File: src/rtl/mult_error_monitor_if.sv
// Sample stream and statistics bundle between a stimulus source and mult_error_monitor.
// The master drives samples and start; the slave (the monitor) returns status and statistics.
interface mult_error_monitor_if #(
    parameter int PW           = 8,
    parameter int LOG2_SAMPLES = 8
);
    logic                           start;
    logic                           in_valid;
    logic [PW-1:0]                  approx_product;
    logic [PW-1:0]                  exact_product;
    logic                           in_ready;
    logic                           busy;
    logic                           done;
    logic [LOG2_SAMPLES:0]          err_count;
    logic [PW+LOG2_SAMPLES-1:0]     sum_abs_err;
    logic [PW+LOG2_SAMPLES:0]       sum_signed_err;
    logic [PW-1:0]                  max_abs_err;
    logic [LOG2_SAMPLES-1:0]        max_err_index;
    logic [PW-1:0]                  mean_abs_err;

    modport master (
        output start, in_valid, approx_product, exact_product,
        input  in_ready, busy, done, err_count, sum_abs_err, sum_signed_err,
               max_abs_err, max_err_index, mean_abs_err
    );

    modport slave (
        input  start, in_valid, approx_product, exact_product,
        output in_ready, busy, done, err_count, sum_abs_err, sum_signed_err,
               max_abs_err, max_err_index, mean_abs_err
    );
endinterface

File: src/rtl/mult_error_monitor.sv
// Error-statistics monitor for an approximate multiplier: accumulates error count, sums and
// the first-occurring maximum error over a 2^LOG2_SAMPLES sample window, then holds them.
//
// state | meaning
// IDLE  | after reset; waiting for start, samples ignored
// RUN   | accepting one sample per in_valid cycle
// DONE  | window complete; statistics held until the next start
module mult_error_monitor #(
    parameter int PW           = 8,
    parameter int LOG2_SAMPLES = 8
) (
    input  logic               clk,
    input  logic               rst,
    mult_error_monitor_if.slave mon
);
    typedef enum logic [1:0] {
        IDLE = 2'd0,
        RUN  = 2'd1,
        DONE = 2'd2
    } state_t;

    state_t state_q;
    state_t state_d;

    logic [LOG2_SAMPLES-1:0]    sample_idx;
    logic [LOG2_SAMPLES:0]      err_count_q;
    logic [PW+LOG2_SAMPLES-1:0] sum_abs_q;
    logic [PW+LOG2_SAMPLES:0]   sum_signed_q;
    logic [PW-1:0]              max_abs_q;
    logic [LOG2_SAMPLES-1:0]    max_idx_q;

    logic                       accept;
    logic                       clear;
    logic                       last_sample;
    logic signed [PW:0]         diff;
    logic signed [PW:0]         diff_neg;
    logic [PW-1:0]              abs_diff;

    assign accept      = (state_q == RUN) && mon.in_valid;
    assign clear       = mon.start && (state_q != RUN);
    assign last_sample = &sample_idx;

    // PW+1 signed bits hold any difference of two PW-bit unsigned values; |d| fits in PW bits.
    assign diff     = $signed({1'b0, mon.approx_product}) - $signed({1'b0, mon.exact_product});
    assign diff_neg = -diff;
    assign abs_diff = diff[PW] ? diff_neg[PW-1:0] : diff[PW-1:0];

    always_ff @(posedge clk) begin
        if (rst) begin
            state_q <= IDLE;
        end else begin
            state_q <= state_d;
        end
    end

    always_comb begin
        state_d = state_q;
        case (state_q)
            IDLE:    if (mon.start) state_d = RUN;
            RUN:     if (accept && last_sample) state_d = DONE;
            DONE:    if (mon.start) state_d = RUN;
            default: state_d = IDLE;
        endcase
    end

    always_comb begin
        mon.busy     = 1'b0;
        mon.in_ready = 1'b0;
        mon.done     = 1'b0;
        case (state_q)
            RUN: begin
                mon.busy     = 1'b1;
                mon.in_ready = 1'b1;
            end
            DONE:    mon.done = 1'b1;
            default: ;
        endcase
    end

    always_ff @(posedge clk) begin
        if (rst || clear) begin
            sample_idx   <= '0;
            err_count_q  <= '0;
            sum_abs_q    <= '0;
            sum_signed_q <= '0;
            max_abs_q    <= '0;
            max_idx_q    <= '0;
        end else if (accept) begin
            sample_idx   <= sample_idx + 1'b1;
            err_count_q  <= err_count_q + {{LOG2_SAMPLES{1'b0}}, (diff != '0)};
            sum_abs_q    <= sum_abs_q + {{LOG2_SAMPLES{1'b0}}, abs_diff};
            sum_signed_q <= sum_signed_q + {{LOG2_SAMPLES{diff[PW]}}, diff};
            // Strict compare so a tie keeps the earliest index.
            if (abs_diff > max_abs_q) begin
                max_abs_q <= abs_diff;
                max_idx_q <= sample_idx;
            end
        end
    end

    assign mon.err_count      = err_count_q;
    assign mon.sum_abs_err    = sum_abs_q;
    assign mon.sum_signed_err = sum_signed_q;
    assign mon.max_abs_err    = max_abs_q;
    assign mon.max_err_index  = max_idx_q;
    assign mon.mean_abs_err   = sum_abs_q[PW+LOG2_SAMPLES-1:LOG2_SAMPLES];
endmodule

File: src/flat_wrapper.sv
// flat-port wrapper written by rule: the top's interface ports become plain ports
module mult_error_monitor_flat 
#(
    parameter int PW           = 8,
    parameter int LOG2_SAMPLES = 8
)
  (clk, rst, mon_start, mon_in_valid, mon_approx_product, mon_exact_product, mon_in_ready, mon_busy, mon_done, mon_err_count, mon_sum_abs_err, mon_sum_signed_err, mon_max_abs_err, mon_max_err_index, mon_mean_abs_err);
  mult_error_monitor_if #(.PW(PW), .LOG2_SAMPLES(LOG2_SAMPLES)) mon_i ();
  input  logic clk;
  input  logic rst;
  input wire logic [$bits(mon_i.start)-1:0] mon_start;
  input wire logic [$bits(mon_i.in_valid)-1:0] mon_in_valid;
  input wire logic [$bits(mon_i.approx_product)-1:0] mon_approx_product;
  input wire logic [$bits(mon_i.exact_product)-1:0] mon_exact_product;
  output wire logic [$bits(mon_i.in_ready)-1:0] mon_in_ready;
  output wire logic [$bits(mon_i.busy)-1:0] mon_busy;
  output wire logic [$bits(mon_i.done)-1:0] mon_done;
  output wire logic [$bits(mon_i.err_count)-1:0] mon_err_count;
  output wire logic [$bits(mon_i.sum_abs_err)-1:0] mon_sum_abs_err;
  output wire logic [$bits(mon_i.sum_signed_err)-1:0] mon_sum_signed_err;
  output wire logic [$bits(mon_i.max_abs_err)-1:0] mon_max_abs_err;
  output wire logic [$bits(mon_i.max_err_index)-1:0] mon_max_err_index;
  output wire logic [$bits(mon_i.mean_abs_err)-1:0] mon_mean_abs_err;
  assign mon_i.start = mon_start;
  assign mon_i.in_valid = mon_in_valid;
  assign mon_i.approx_product = mon_approx_product;
  assign mon_i.exact_product = mon_exact_product;
  assign mon_in_ready = mon_i.in_ready;
  assign mon_busy = mon_i.busy;
  assign mon_done = mon_i.done;
  assign mon_err_count = mon_i.err_count;
  assign mon_sum_abs_err = mon_i.sum_abs_err;
  assign mon_sum_signed_err = mon_i.sum_signed_err;
  assign mon_max_abs_err = mon_i.max_abs_err;
  assign mon_max_err_index = mon_i.max_err_index;
  assign mon_mean_abs_err = mon_i.mean_abs_err;
  mult_error_monitor #(.PW(PW), .LOG2_SAMPLES(LOG2_SAMPLES)) u_core (.clk(clk), .rst(rst), .mon(mon_i));
endmodule
File: config.mk
export PLATFORM = sky130hd
export DESIGN_NAME = mult_error_monitor_flat
export DESIGN_NICKNAME = d
export VERILOG_FILES = /design/src/rtl/mult_error_monitor_if.sv /design/src/rtl/mult_error_monitor.sv /design/src/flat_wrapper.sv
export SDC_FILE = /design/constraint.sdc
export NUM_CORES = 1
export LEC_CHECK = 0
export BUFFER_PORTS_ARGS = -buffer_cell sky130_fd_sc_hd__buf_2
export CAP_MARGIN = 20
export CORE_AREA = 2 2 93 95
export DETAILED_ROUTE_END_ITERATION = 8
export DIE_AREA = 0 0 95 97
export PLACE_DENSITY = 0.82
export SLEW_MARGIN = 20
export SYNTH_ARGS = -nofsm -noshare
export SYNTH_HDL_FRONTEND = slang
export SYNTH_SLANG_ARGS = --single-unit
File: constraint.sdc
create_clock -name clk -period 6.8 [get_ports clk]
set_input_delay 2.04 -clock clk [delete_from_list [all_inputs] [get_ports clk]]
set_output_delay 2.04 -clock clk [all_outputs]
set_load 0.05 [all_outputs]
==> After elaboration in Yosys (flattened, before gate mapping) <==
Cells that the tools add are included.
{ "op_classes": {"n_addsub": 6, "n_shift": 0, "n_lt_le_gt_ge": 1, "reduce_logical": 10, "div": 0, "mux": 6, "n_eq_ne": 5, "multipliers": 0, "bitwise": 0} }
{ "op_table": {"columns": ["operator", "n"], "rows": [
  ["$add A17 B17 Y17", 1],
  ["$add A16 B8 Y16", 1],
  ["$add A9 B1 Y9", 1],
  ["$reduce_bool A9 Y1", 1],
  ["$sub A8 B8 Y9", 1],
  ["$add A8 B1 Y8 const B", 1],
  ["$gt A8 B8 Y1", 1],
  ["$mux W8", 1],
  ["$neg A8 Y8", 1],
  ["$reduce_and A8 Y1", 1],
  ["$mux W2", 2],
  ["$ne A2 B1 Y1 const B", 2],
  ["$pmux W2 S2", 1],
  ["$reduce_and A2 Y1", 2],
  ["$logic_and A1 B1 Y1", 3],
  ["$eq A2 B1 Y1 const B", 1],
  ["$eq A2 B2 Y1 const B", 1],
  ["$logic_not A2 Y1", 1],
  ["$mux W1", 2],
  ["$ne A2 B2 Y1 const B", 1],
  ["$reduce_or A2 Y1", 1],
  ["$logic_or A1 B1 Y1", 1]
]} }
{ "word_totals": {"mem_bits_rw": 0, "n_memories": 0, "latchBits": 0, "output_inout_bits": 69, "romBits": 0, "reg_bits": 68} }

==> Depth between registers and ports, before layout <==
{ "depth": {"depth_word": 5, "mapped_depth": 20, "depth_no_buf": 18} }

==> Worst setup path after synthesis <==
No wires, ideal clock.
{ "synth_path": {"kind": "input to register", "start": "in mon_approx_product[0]", "end": "reg u_core.max_abs_q[1], in the netlist u_core.mon.max_abs_err[1]", "cell_stages": 18, "required_time_ns": 6.672, "setup_time_ns": 0.128, "t_arrival_ns": 5.198, "path_buffers": 2, "slack_ns": 1.474, "cell_sequence": "inv_1 > ha_1 > inv_1 > fa_1 > xnor2_1 > nand3_1 > or3_1 > o31a_1 > xnor2_1 > inv_1 > ha_1 > nand4_1 > o21bai_1 > a21oi_1 > buf_6 > buf_8 > mux2i_1 > nor2_1"} }
{ "synth_between": {"elab_chain_cells": 5} }
{ "synth_rtl": {"columns": ["element", "line", "rtl"], "rows": [
  ["start: declaration", "flat_wrapper.sv:13", "input wire logic [$bits(mon_i.approx_product)-1:0] mon_approx_product;"],
  ["$sub A8 B8 Y9 (*)", "mult_error_monitor.sv:44", "assign diff = $signed({1'b0, mon.approx_product}) - $signed({1'b0, mon.exact_product});"],
  ["$neg A8 Y8", "mult_error_monitor.sv:45", "assign diff_neg = -diff;"],
  ["$mux W8 (*)", "mult_error_monitor.sv:46", "assign abs_diff = diff[PW] ? diff_neg[PW-1:0] : diff[PW-1:0];"],
  ["named net u_core.abs_diff[7]", "mult_error_monitor.sv:37", "logic [PW-1:0] abs_diff;"],
  ["$gt A8 B8 Y1 (*)", "mult_error_monitor.sv:94", "if (abs_diff > max_abs_q) begin"],
  ["$reduce_and A2 Y1 (no line) (*)", null, null],
  ["end signal: assignment", "mult_error_monitor.sv:95", "max_abs_q <= abs_diff;"],
  ["end: declaration", "mult_error_monitor.sv:29", "logic [PW-1:0] max_abs_q;"]
]} }
Mark *: on every way through the listed nets, which the timed path passes. The rest lies on a longest branch.
A chain may end at the register's enable or synchronous reset.

==> Worst setup path in the final report <==
{ "layout_path": {"start": "in mon_approx_product[0]", "end": "reg u_core.sum_abs_q[12], in the netlist u_core.mon.sum_abs_err[12]"} }
{ "layout_between": {"elab_chain_cells": 4} }
{ "layout_rtl": {"columns": ["element", "line", "rtl"], "rows": [
  ["$sub A8 B8 Y9 (*)", "mult_error_monitor.sv:44", null],
  ["$neg A8 Y8", "mult_error_monitor.sv:45", null],
  ["$mux W8 (*)", "mult_error_monitor.sv:46", null],
  ["named net u_core.abs_diff[1]", "mult_error_monitor.sv:37", null],
  ["$add A16 B8 Y16 (*)", "mult_error_monitor.sv:91", "sum_abs_q <= sum_abs_q + {{LOG2_SAMPLES{1'b0}}, abs_diff};"],
  ["end signal: assignment", "mult_error_monitor.sv:91", null],
  ["end: declaration", "mult_error_monitor.sv:27", "logic [PW+LOG2_SAMPLES-1:0] sum_abs_q;"]
]} }
Marked as above.

==> results.md <==
* Gate Count Post-Synth at 536
* Synth area leader: dfxtp_1
* Final #Nets at 680
* First-pass GRT wire length at 16800 um
* Antenna violations before repair at 0
* Critical path buffer and inverter count at 3
* Max-cap violations at 0
* Crit-path max FO at 23
* Root Buffer Master: clkbuf_8
* Most frequent cells in the layout: 88 x buf_2, 68 x dfxtp_1, 51 x nand2_1, 50 x nor2_1, 45 x ha_1
* Clk slew on worst S/H paths at 0.08 ns
* Slew Limit Fails at 0
* Required @ worst endpoint at 7.00 ns
* Commonest non-fill, non-tap cell in the layout: buf_2
* Die footprint at 0.00922 mm2
* CP Cell Sequence: buf_2 -> inv_1 -> ha_1 -> inv_1 -> fa_1 -> a21oi_1 -> o2bb2ai_1 -> o22ai_2 -> o21ai_1 -> fa_1 -> a21o_1 -> a21oi_1 -> o21bai_1 -> a2111o_1 -> nand4_1 -> xor2_1 -> nor2_1
* Crit path max-delay family: compound AO/OA/AOI/OAI gates
* Mean post-synth cell area at 8.29 um2
* Synthesized Nets at 604
* Hold Vio Cnt, Final at 0
* Setup bufs post-CTS at 0
* Cell Area, Synth at 0.00444 mm2
* Unrepaired setup endpoints after global routing: false
* Worst slew pin tran at 1.08 ns
* Slowest cell on crit path: o22ai_2
* Detailed Place HPWL at 7610 um
* Hold-fix buffers, CTS at 0
* IO Port Bufs at 88
* Max_slew headroom at 28.3%
* Area Overhead vs Synth at 14.4%
* Hold_ws at 0.479 ns
* Leak Pwr at 2.32 nW
* Tcrit/Tclk final at 86.9%
* Top_reg_cell synth: dfxtp_1
* Setup-failing EPs final at 0
* Top cell type's share of synthesized area at 30.6%
* Ports at 89
* Setup skew after layout at 0.00946 ns
* Global route overflow at 0
* Initial DRC Count at 160
* Synth warn at 0
* Layout Cell Area excl Fill at 0.00508 mm2
* Core area at 0.00813 mm2
* Status: complete, no violations
* DR vias at 4026
* Crit Path Category: input port to flop
* Hold Path Class: flop to flop
* Worst skew pair latency at 0.35 ns
* Total power at 1.17 mW
* Synth Register Bits at 68
* Total CTS buffers at 9
* Clock buffer depth at 2
* Peak Freq at 169 MHz
* CTS tree: yes
* PwrDens at 231 mW/mm2
* Starting Density at 54.6%
* Crit path launch type: input port
* Gpl congestion at 0.919
* Clock Sink Count at 68
* Global Route met3 Usage at 3.12%
* Post-CTS sizing at 0
* Synth async-reset ratio at 0%
* Largest net degree at the start of global routing at 58
* GR Util met2 at 38.0%
* Drt drc at 0
* Die height at 97 um
* Share of post-route cells with drive strength above 1 at 18.8%
* Critical Path Sink Type: flop
* CP Data Arrival Time at 6.10 ns
* GR peak layer: met2
* Critical path's largest stage delay at 0.68 ns
* DR vias/cell at 5.58
* First-pass DRT Iterations at 4
* Wire per inst at 14.0 um
* Die span in x at 95 um
* Setup TNS at 0 ns
* Synth top area cells: dfxtp_1 31%, ha_1 13%, xnor2_1 5.1%
* Site row count at 33
* Antenna cells at 0
* Register area share after synthesis at 30.6%
* Fin crit period at 5.91 ns
* Met1 Track Usage GR at 27.7%
* GRT Resource Usage Total at 22.3%
* Post-synth EDFFs at 0
* Placed cell area at 0.00487 mm2
* Peak supply drop at 0.000120 V
* DRT Wirelength at 10100 um
* H-tree depth at 3
* Final ANT Viol Nets at 0
* Vias in the first global route at 3774
* Unique masters post-synth at 56
[kinds of logic after synthesis]
family | synth area share [%]
muxes | 2.93
adders and majority gates | 14.0
and+or+nand+nor | 19.7
AOI/OAI and AO/OA | 16.8
xor gates and xnor gates | 9.63
buffers and inverters | 6.31
DFF | 30.6
[Yosys cell counts, drive strengths merged, types with 9 or more instances]
library cell,number
ha,45
o21ai,34
xor2,21
buf,17
nand3,17
nor2,51
nand4,12
nand2,51
dfxtp,68
a21o,12
a21oi,45
clkbuf,9
xnor2,27
nor3,11
inv,30
mux2i,13
[worst reg2reg max path, stage by stage (launching register included)]
cell and delay (ns):
dfxtp_1 0.34, ha_1 0.23, fa_1 0.42, a21o_1 0.19, a21oi_1 0.25, o21bai_1 0.14, a2111o_1 0.49, nand4_1 0.14
xor2_1 0.17, nor2_1 0.06
[metal layers]
metal / up-vias / share of wire, %
li1: 2027 / -
met1: 1881 / 45
met2: 108 / 49
met3: 10 / 4.5
met4: 0 / 1.4
met5: - / 0
[registers in the layout (all words and copies together), names as in the netlist]
register	count
u_core.mon.sum_signed_err	17
u_core.mon.sum_abs_err	16
u_core.mon.max_abs_err	8
u_core.mon.err_count	9
u_core.sample_idx	8
u_core.state_q	2
u_core.mon.max_err_index	8
[per-stage QoR]
| stage | worst slack, ns | std cells | util, % |
|---|---|---|---|
| floorplan | 1.47 | 536 | - |
| global placement | 0.779 | 706 | 59.9 |
| detailed placement | 0.572 | 706 | 59.9 |
| CTS | 0.915 | 722 | 62.5 |
| global route | 0.580 | 722 | 62.5 |
| finish | 0.893 | 722 | 62.5 |
[cell type report]
cell class	count	area [um2]
tap	105	131
clock inverter	7	82.6
sequential	68	1360
inverter	30	113
multi-input combinational	412	2810
clock buffer	9	124
fill	715	3050
timing repair buffer	91	463
[report_power, final]
part / switching, mW / internal [mW]
logic: 0.248 / 0.151
clock network: 0.180 / 0.176
registers: 0.00993 / 0.408
total: 0.438 / 0.735
[worst paths after layout]
check / start / endpoint / slack, ns / cells after the start
max: mon_approx_product[0] / u_core.mon.sum_abs_err[12] / 0.89 / 17
min: u_core.mon.sum_signed_err[8] / u_core.mon.sum_signed_err[8] / 0.48 / 2
max reg2reg: u_core.mon.sum_abs_err[0] / u_core.mon.sum_abs_err[12] / 4.23 / 9
min reg2reg: u_core.mon.sum_signed_err[8] / u_core.mon.sum_signed_err[8] / 0.48 / 2
Power figures use the tool's default switching activity.
